File: config.mk
export PLATFORM = sky130hd
export DESIGN_NAME = stage6_seq_ctrl_flat
export DESIGN_NICKNAME = d
export VERILOG_FILES = /design/src/rtl/stage6_seq_ctrl_if.sv /design/src/rtl/stage6_seq_ctrl.sv /design/src/flat_wrapper.sv
export SDC_FILE = /design/constraint.sdc
export NUM_CORES = 1
export LEC_CHECK = 0
export CORE_AREA = 5 5 199 162
export DETAILED_ROUTE_END_ITERATION = 6
export DIE_AREA = 0 0 204 167
export SLEW_MARGIN = 30
export SYNTH_ARGS = -nofsm -noshare
export SYNTH_HDL_FRONTEND = slang
export SYNTH_SLANG_ARGS = --single-unit
File: constraint.sdc
create_clock -name clk_i -period 4.9 [get_ports clk_i]
set_input_delay 1.47 -clock clk_i [delete_from_list [all_inputs] [get_ports clk_i]]
set_output_delay 1.47 -clock clk_i [all_outputs]
set_load 0.05 [all_outputs]
File: src/rtl/stage6_seq_ctrl_if.sv
// Request/status bundle between the stage-6 sequencer and its datapath/host.
// The master drives start/abort/stall/boundaries; the slave (sequencer) returns status.
interface stage6_seq_ctrl_if #(
  parameter int PARA    = 16,
  parameter int NUM_BND = 8
);
  logic                            start_i;
  logic                            abort_i;
  logic                            stall_i;
  logic [NUM_BND-1:0][PARA-1:0]    bnd_i;
  logic                            busy_o;
  logic                            done_o;
  logic                            err_o;
  logic [PARA-1:0]                 step_o;
  logic [4:0]                      stage_o;
  logic                            mode_o;
  logic                            red_clr_o;
  logic                            finished_o;

  modport master (
    output start_i, abort_i, stall_i, bnd_i,
    input  busy_o, done_o, err_o, step_o, stage_o, mode_o, red_clr_o, finished_o
  );

  modport slave (
    input  start_i, abort_i, stall_i, bnd_i,
    output busy_o, done_o, err_o, step_o, stage_o, mode_o, red_clr_o, finished_o
  );
endinterface

File: src/rtl/stage6_seq_ctrl.sv
// Stage-6 attention pipeline sequencer: start/abort/done step counter with stage decode.
// Optional stall support is enabled by defining STAGE6_SEQ_STALL_EN.
module stage6_seq_ctrl #(
  parameter int PARA    = 16,
  parameter int NUM_BND = 8
) (
  input  logic               clk_i,
  input  logic               rst_ni,
  stage6_seq_ctrl_if.slave   bus
);

  typedef logic [NUM_BND-1:0][PARA-1:0] bnd_t;

  typedef enum logic [1:0] {
    ST_IDLE = 2'd0,
    ST_RUN  = 2'd1,
    ST_DONE = 2'd2
  } state_e;

  state_e          state_r, state_s;
  logic [PARA-1:0] step_r, step_s;
  bnd_t            bnd_r, bnd_s;
  logic            busy_r, done_r, err_r, err_s;
  logic [4:0]      stage_s;
  logic            finished_s, mode_s, red_clr_s, stall_s, valid_s;

  // Boundaries are usable only if every stage has non-negative length.
  function automatic logic bnd_monotonic(input bnd_t b);
    logic ok;
    ok = 1'b1;
    for (int k = 0; k < NUM_BND - 1; k++) begin
      ok = ok & (b[k] <= b[k+1]);
    end
    return ok;
  endfunction

`ifdef STAGE6_SEQ_STALL_EN
  assign stall_s = bus.stall_i;
`else
  logic stall_unused_s;
  assign stall_unused_s = bus.stall_i;
  assign stall_s        = 1'b0;
`endif

  // Stage decode: lowest boundary still ahead of the step; empty stages fall through.
  always_comb begin
    stage_s = 5'(NUM_BND);
    for (int k = NUM_BND - 1; k >= 0; k--) begin
      if (step_r < bnd_r[k]) begin
        stage_s = 5'(k);
      end else begin
        stage_s = stage_s;
      end
    end
  end

  assign finished_s = (stage_s == 5'(NUM_BND));
  assign mode_s     = busy_r && (stage_s <= 5'd1);
  // Coincident boundaries collapse into a single OR term, so only one pulse results.
  assign red_clr_s  = busy_r && ((step_r == bnd_r[1]) || (step_r == bnd_r[4]) ||
                                 (step_r == bnd_r[5]) || (step_r == bnd_r[6]));
  assign valid_s    = bnd_monotonic(bus.bnd_i);

  // Next-state and datapath update for the IDLE/RUN/DONE controller.
  always_comb begin
    state_s = state_r;
    step_s  = step_r;
    bnd_s   = bnd_r;
    err_s   = 1'b0;
    case (state_r)
      ST_IDLE: begin
        if (bus.start_i) begin
          if (valid_s) begin
            bnd_s   = bus.bnd_i;
            step_s  = {PARA{1'b0}};
            state_s = ST_RUN;
          end else begin
            err_s = 1'b1;
          end
        end else begin
          state_s = ST_IDLE;
        end
      end
      ST_RUN: begin
        // Terminal check beats abort, abort beats stall/increment.
        if (finished_s) begin
          state_s = ST_DONE;
        end else if (bus.abort_i) begin
          state_s = ST_IDLE;
        end else if (stall_s) begin
          step_s = step_r;
        end else begin
          step_s = step_r + {{(PARA-1){1'b0}}, 1'b1};
        end
      end
      ST_DONE: begin
        state_s = ST_IDLE;
      end
      default: begin
        state_s = ST_IDLE;
      end
    endcase
  end

  // State, counter, boundary and status registers.
  always_ff @(posedge clk_i or negedge rst_ni) begin
    if (!rst_ni) begin
      state_r <= ST_IDLE;
      step_r  <= {PARA{1'b0}};
      bnd_r   <= '{default: {PARA{1'b0}}};
      busy_r  <= 1'b0;
      done_r  <= 1'b0;
      err_r   <= 1'b0;
    end else begin
      state_r <= state_s;
      step_r  <= step_s;
      bnd_r   <= bnd_s;
      busy_r  <= (state_s == ST_RUN);
      done_r  <= (state_s == ST_DONE);
      err_r   <= err_s;
    end
  end

  assign bus.busy_o     = busy_r;
  assign bus.done_o     = done_r;
  assign bus.err_o      = err_r;
  assign bus.step_o     = step_r;
  assign bus.stage_o    = stage_s;
  assign bus.mode_o     = mode_s;
  assign bus.red_clr_o  = red_clr_s;
  assign bus.finished_o = finished_s;

endmodule
File: src/flat_wrapper.sv
// flat-port wrapper written by rule: the top's interface ports become plain ports
module stage6_seq_ctrl_flat 
#(
  parameter int PARA    = 16,
  parameter int NUM_BND = 8
)
  (clk_i, rst_ni, bus_start_i, bus_abort_i, bus_stall_i, bus_bnd_i, bus_busy_o, bus_done_o, bus_err_o, bus_step_o, bus_stage_o, bus_mode_o, bus_red_clr_o, bus_finished_o);
  stage6_seq_ctrl_if #(.PARA(PARA), .NUM_BND(NUM_BND)) bus_i ();
  input  logic clk_i;
  input  logic rst_ni;
  input wire logic [$bits(bus_i.start_i)-1:0] bus_start_i;
  input wire logic [$bits(bus_i.abort_i)-1:0] bus_abort_i;
  input wire logic [$bits(bus_i.stall_i)-1:0] bus_stall_i;
  input wire logic [$bits(bus_i.bnd_i)-1:0] bus_bnd_i;
  output wire logic [$bits(bus_i.busy_o)-1:0] bus_busy_o;
  output wire logic [$bits(bus_i.done_o)-1:0] bus_done_o;
  output wire logic [$bits(bus_i.err_o)-1:0] bus_err_o;
  output wire logic [$bits(bus_i.step_o)-1:0] bus_step_o;
  output wire logic [$bits(bus_i.stage_o)-1:0] bus_stage_o;
  output wire logic [$bits(bus_i.mode_o)-1:0] bus_mode_o;
  output wire logic [$bits(bus_i.red_clr_o)-1:0] bus_red_clr_o;
  output wire logic [$bits(bus_i.finished_o)-1:0] bus_finished_o;
  assign bus_i.start_i = bus_start_i;
  assign bus_i.abort_i = bus_abort_i;
  assign bus_i.stall_i = bus_stall_i;
  assign bus_i.bnd_i = bus_bnd_i;
  assign bus_busy_o = bus_i.busy_o;
  assign bus_done_o = bus_i.done_o;
  assign bus_err_o = bus_i.err_o;
  assign bus_step_o = bus_i.step_o;
  assign bus_stage_o = bus_i.stage_o;
  assign bus_mode_o = bus_i.mode_o;
  assign bus_red_clr_o = bus_i.red_clr_o;
  assign bus_finished_o = bus_i.finished_o;
  stage6_seq_ctrl #(.PARA(PARA), .NUM_BND(NUM_BND)) u_core (.clk_i(clk_i), .rst_ni(rst_ni), .bus(bus_i));
endmodule
==> results.toml <==
[logic_synthesis]
netlist-cell-type-count = 59
avgSynthCellArea_sq_um = 8.605
ys_seq_elements = 149
yosysWarnings = 0
seq_area_frac_synth_pct = 32.29
syn_inst = 1342
syn_area_sq_um = 11550
synthTopCellsByCount = "inv_1, ha_1, nand2_1, dfrtp_1, o21ai_1"
netlist.area_leader.share_pct = 32.29
yosys.area.top_type = "dfrtp_1"
yosysMostFrequentCell = "inv_1"
ys.flop_type = "dfrtp_1"
synth_area_leaders = "dfrtp_1, ha_1, inv_1"
async_reset_ff_share_pct = 100.0
syn_nets = 1712
synth-edff-count = 0

[layout]
drive_gt1_share_pct = 6.222
final_core_util_pct = 48.42
nNetsFinal = 1900
syn_to_final_growth_pct = 25.89
finalNonFillerCells = 1956
antenna_cells = 0

[setup_path]
worstPathArrival_ps = 3280
endpoint_kind = "primary output"
crit_path_max_fanout = 7
criticalPathCategory = "flop to primary output"
crit_path_cell_trace = "ha_1 > a211oi_1 > o21ai_0 > a221oi_1 > buf_4 > o211ai_1 > inv_1 > o21ai_0 > a21boi_0 > buf_4 > buf_12"
worstPathRequired_ps = 3430
r2r_setup_slack_ps = 1330
startpoint_type = "flop"
crit_slowest_cell = "dfrtp_1"
max_stage_delay_ps = 680

[timing]
finalHoldViolations = 0
whs_ps = 482.0
min_period_over_period_pct = 96.84
setup_tns_ps = 0
maxSlewViolCount = 0
rsz0062_at_grt = "no"
setup_viol = 0
fmaxAchievable_ghz = 0.2107
fin_crit_ps = 4745
relSlewSlack_pct = 42.16
finalClockSkew_ps = 12.54
worst_slew_pin_slew_ps = 867.7

[route]
avgViaCountPerCell = 5.133
drt-initial-drc-count = 652
drc = 0
drt_first_pass_iters = 5
totalWireLength_mm = 36.48
ant_nets = 0
routed-via-count = 10040
wl_per_cell_microns = 18.65

[clock_network]
root_buffer = "clkbuf_16"
hold_buffers = 0
clk_latency_ps = 440
post_cts_resize_count = 0
clock_path_buffers = 2
cts_tree = "done"
clk_pin_slew_worst_paths_ps = 60
clock-sinks = 149
post-cts-setup-buffer-count = 0
htree_levels = 4
numCtsBuffers = 17

[placement]
gp_congestion = 0.8601
portBuffers = 157
dp.cells = 1924
dp_hpwl_mm = 29.75

[power_and_ir_drop]
p_sw_share_pct = 42.14
irDropWorstVdd_uv = 292.4
fin_total_pwr_mw = 7.137
switchingPower_mw = 3.008
leakage_nw = 7.238
p_seq_share_pct = 28.7
intPower_mw = 4.129
clock_power_share_pct = 20.7
comb_power_share_pct = 50.5
power_density_nw_per_um2 = 490.9

[die]
core_area_sq_um = 30030
fp.dieH_microns = 167
die_w_microns = 204
fp-row-count = 57
io_pins = 160
start_util_pct = 38.46
dieArea_sq_um = 34070

[flow_run]
maxCapViolCount = 0

[worst_hold_path]
hold_path_class = "flop to flop"

[grt]
grt_pass1_wl_mm = 55.99
grt_max_degree = 98
antenna_found_initial = 1
grt_pass1_vias = 9908
track_usage_pct = 21.43
globalRoute.totalOverflow = 0

[status]
outcome = "finished clean"
## stage by stage
stage	worst slack, ps	area, sq um
3_3_place_gp	39.00	13890
4_1_cts	45.07	14530
3_5_place_dp	-22.70	13890
2_1_floorplan	22.12	11550
5_1_grt	7.967	14540
6_report	154.8	14540
## routing by layer
| metal | share of wire [%] | wire [microns] | track usage, % |
|---|---|---|---|
| met1 | 50 | 18300 | 32.15 |
| met5 | 0.041 | 15 | 0 |
| met2 | 42 | 15320 | 31.82 |
| met4 | 1.9 | 686 | 5.125 |
| met3 | 5.9 | 2162 | 4.180 |
## flip-flops by register name, indices dropped and copies added (netlist names)
signal and count:
u_core.bus.done_o 1, u_core.bnd_r 128, u_core.bus.step_o 16, u_core.bus.err_o 1, u_core.bus.busy_o 1, u_core.state_r 2
## cell type report
| class | instances | area (sq um) |
|---|---|---|
| clock buffers | 19 | 442.9 |
| clock inverters | 13 | 205.2 |
| fillers | 2892 | 15490 |
| inverters | 243 | 912.1 |
| multi-input cells | 918 | 6768 |
| flip-flops and latches | 149 | 3731 |
| well taps | 413 | 516.7 |
| repair buffers | 201 | 1963 |
## power by group through the flow
stage | Clock [mW] | Sequential [mW] | Combinational [mW]
2_1_floorplan | 0 | 2.15 | 2.12
3_3_place_gp | 0 | 2.05 | 3.46
3_5_place_dp | 0 | 2.07 | 3.58
4_1_cts | 1.50 | 2.05 | 3.61
5_1_grt | 1.56 | 2.10 | 4.07
6_report | 1.48 | 2.05 | 3.61
## logic make-up after synthesis
family / after synthesis / synth area share, %
AND/OR/NAND/NOR: 334 / 13.84
AO/OA/AOI/OAI: 329 / 17.37
buffers and inverters: 275 / 9.155
adder cells (fa/ha/maj): 237 / 25.68
flip-flops: 149 / 32.29
multiplexers: 17 / 1.647
other: 1 / 0.03247
## critical path: cells and delay by family, from the launching register on
kind | cells | cell delay, ps
adder cells (fa/ha/maj) | 1 | 340
AO/OA/AOI/OAI | 6 | 1270
buffers and inverters | 4 | 540
flip-flops | 1 | 680
## placed cells by master, fill, tap and decap left out, types with 6 or more instances in the layout
cell | netlist | final
a21oi_1 | 84 | 84
mux2_1 | 16 | 16
o211ai_1 | 18 | 18
nand4_1 | 43 | 43
nor2_1 | 17 | 17
nor3_1 | 11 | 11
nand2_1 | 167 | 167
clkdlybuf4s50_1 | 0 | 149
a21boi_0 | 6 | 6
a221oi_1 | 9 | 9
inv_1 | 241 | 241
nor2b_1 | 17 | 17
buf_4 | 1 | 45
dfrtp_1 | 149 | 147
nand3_1 | 35 | 35
a21o_1 | 28 | 28
nand2b_1 | 8 | 8
a211oi_1 | 6 | 6
o21ai_0 | 23 | 23
clkbuf_16 | 0 | 17
o21ai_1 | 113 | 113
buf_12 | 0 | 6
ha_1 | 237 | 237
o31ai_1 | 10 | 10
## path summary, 6_finish.rpt
path                                             startpoint                               end  cells after the start
max reg2reg                u_core.bus.step_o[4]$_DFFE_PN0P_  u_core.bus.step_o[0]$_DFFE_PN0P_                     12
max                        u_core.bus.step_o[2]$_DFFE_PN0P_                    bus_stage_o[0]                     11
max in group asynchronous                            rst_ni      u_core.bnd_r[65]$_DFFE_PN0P_                      2
min in group asynchronous                            rst_ni      u_core.bnd_r[86]$_DFFE_PN0P_                      1
min                            u_core.bnd_r[62]$_DFFE_PN0P_      u_core.bnd_r[62]$_DFFE_PN0P_                      2
min reg2reg                    u_core.bnd_r[62]$_DFFE_PN0P_      u_core.bnd_r[62]$_DFFE_PN0P_                      2
Note: power is estimated with default switching activity, not from simulation.
==> patch (same settings) <==
The option `STAGE6_SEQ_STALL_EN` is turned on by a define.
--- a/src/rtl/stage6_seq_ctrl.sv
+++ b/src/rtl/stage6_seq_ctrl.sv
@@ -1,4 +1,6 @@
 // Stage-6 attention pipeline sequencer: start/abort/done step counter with stage decode.
 // Optional stall support is enabled by defining STAGE6_SEQ_STALL_EN.
+`define STAGE6_SEQ_STALL_EN
+
 module stage6_seq_ctrl #(
   parameter int PARA    = 16,
Behaviour: not the same (a bounded check fails within 4 cycles, from zero or initial values and one cycle with rst_ni low).
==> patch against the unedited design <==
  * Setup slack lost 0.015 ns
  * Non-clock buffer count grew 6
  * Register-to-register slack got worse by 0.07 ns
  * Wire length rose by 3.0%
  * Design area is 1.8% higher
  * Area after synthesis up 3.0%
  * Sequential cell count is the same
  * Total power decreased by 29%
  * Combinational power fell by 48%
  * Largest cell class unchanged
==> patch: results (changes against the unedited design) <==
CTS Buffer Depth=2 (unchanged); initial antenna violation count=0 (-1); share of cells above drive strength 1=8.30% (+2.1 points); DRT iter0 DRCs=701 (+7.5%); Worst VDD drop=0.000195 V (-33%); root buffer cell=clkbuf_16; register area share after synthesis=31.4% (-0.93 points); Final Wtd Congestion=0.831 (-3.4%); CP arrival=3.29 ns (about the same); static leakage=7.62 nW (+5.3%); dpl cells=1838 (-4.5%); Crit-path slowest cell=dfrtp_2; xor/xnor cell area share of the yosys netlist=0% (unchanged); total CTS buffers=17 (unchanged); largest net degree at the start of global routing=81 (-17%); dominant synthesized flop cell=dfrtp_1; Vias/cell=5.25 (+2.3%); Syn Area/Cell=9.59 um2 (+11%); post-synthesis compound-gate area fraction=12.7% (-4.7 points); cell internal pwr=0.00326 W (-21%); top post-synthesis cells by area=dfrtp_1, ha_1, mux2i_1; Slew headroom=47.4% (+5.3 points); global-route wire length before repair=57.3 mm (+2.3%); net count after synthesis=1610 (-6.0%); register with the most flip-flops=u_core.bnd_r; Final setup viols=0 (unchanged); crit-path max cell delay=0.54 ns (-0.14 ns); H-tree depth=4 (unchanged); Cell variety after synth=49 (-17%); IO Port Bufs=158 (+0.64%); max reg flops=128 (unchanged); Detail Placement HPWL=30.3 mm (+1.7%); later-pin clock latency in the skew report=0.44 ns (about the same); Layout Skew=0.0112 ns (-0.00130 ns); HP Class=flop to flop; mux contribution to synthesized area=11.2% (+9.5 points); crit path max fanout=8 (+1); global-route usage over all layers=21.8% (+0.37 points); Post-Synth Adder-Cell Area=24.9% (-0.74 points); placed cell area=14200 um2 (+2.3%); DRT Pass-1 Iters=5 (unchanged); ys async rst share=100% (unchanged); number of global-route vias before repair=9993 (+0.86%); Synthesis Warnings=0 (unchanged); commonest cells in the netlist=inv_1, ha_1, dfrtp_1; status=finished, final reports clean; Routed wire per std cell=20.1 um (+7.8%); CP delay by family, top=simple AND/OR/NAND/NOR gates; non-filler cells, final=1870 (-4.4%); Hold Violations, Final=0 (unchanged); antenna fix cells=0 (unchanged); clk slew on worst S/H paths=0.07 ns
-- patch: changes by cell type after synthesis, sizes merged, moves of 8 or more --
cell,change
a21oi,+10
mux2i,+105
o21ai,-106
a31oi,+26
nor2,+9
o211a,+9
o31ai,-8
clkbuf,-16
nand2,-116
a211oi,+10
mux2,+8
and3,+9
-- patch: path summary, 6_finish.rpt --
check / from / endpoint / slack (ns) / depth (start not counted)
worst max-delay path: u_core.bus.step_o[9] / bus_stage_o[3] / 0.14 / 9
worst min-delay path: u_core.bnd_r[48] / u_core.bnd_r[48] / 0.50 / 1
worst max register to register: u_core.bus.step_o[9] / u_core.bus.step_o[0] / 1.26 / 11
worst min register to register: u_core.bnd_r[48] / u_core.bnd_r[48] / 0.50 / 1
max in group asynchronous: rst_ni / u_core.bnd_r[76] / 2.92 / 2
min in group asynchronous: rst_ni / u_core.bnd_r[4] / 1.05 / 1
-- patch: cells by family (layout without fill, tap and decap cells) --
group           after synthesis  count (layout)
compound gates              239             239
fa+ha+maj                   237             237
simple gates                215             215
other cells                   1               1
flops                       149             149
buf+inv                     269             486
mux                         130             130
-- patch: what timing repair did --
action / CTS / global route
setup buffers: 0 / 0
pin swaps: 0 / 0
cloned: 0 / 0
gates resized for setup: 2 / 2
setup endpoints to repair: 1 / 2
-- patch: per-stage QoR --
step                setup TNS [ns]  worst slack (ns)  hold WS, ns
finish                           0             0.139        0.501
floorplan                        0             0.340        0.473
detailed placement         -0.0194          -0.00762        0.489
CTS                              0            0.0468        0.503
global placement                 0            0.0896        0.483
global route                     0            0.0568        0.519
-- patch: routing by layer --
metal / up-vias / global-route usage, % / share of wire (%)
met5: - / 0 / 0
met4: 0 / 5.65 / 2.0
met3: 49 / 3.65 / 4.9
met2: 258 / 33.5 / 44
met1: 4729 / 31.9 / 50
li1: 4786 / - / -
-- patch: cell type report --
class                      count  area [um2]
multi-input combinational    822        6960
sequential                   149        3730
fill                        2806       15200
clock inverter                13         135
tap                          413         517
inverter                     247         927
timing repair buffer         207        2080
clock buffer                  19         453
-- patch: power by group through the flow --
stage | combinational [W] | clock [W] | sequential (W)
after CTS | 0.00188 | 0.00137 | 0.00186
after floorplan | 0.00122 | 0 | 0.00189
after detailed placement | 0.00186 | 0 | 0.00189
after global placement | 0.00178 | 0 | 0.00188
final | 0.00188 | 0.00135 | 0.00187
after global routing | 0.00217 | 0.00142 | 0.00191
-- patch: worst register-to-register path: stages, from the launching register on --
cell	delay, ns
dfrtp_2	0.54
buf_4	0.27
ha_1	0.32
nand4_1	0.15
nor3_1	0.36
o21ai_0	0.21
o211ai_1	0.19
and4b_1	0.35
and2_1	0.29
buf_4	0.16
nand2_1	0.36
a41oi_1	0.35
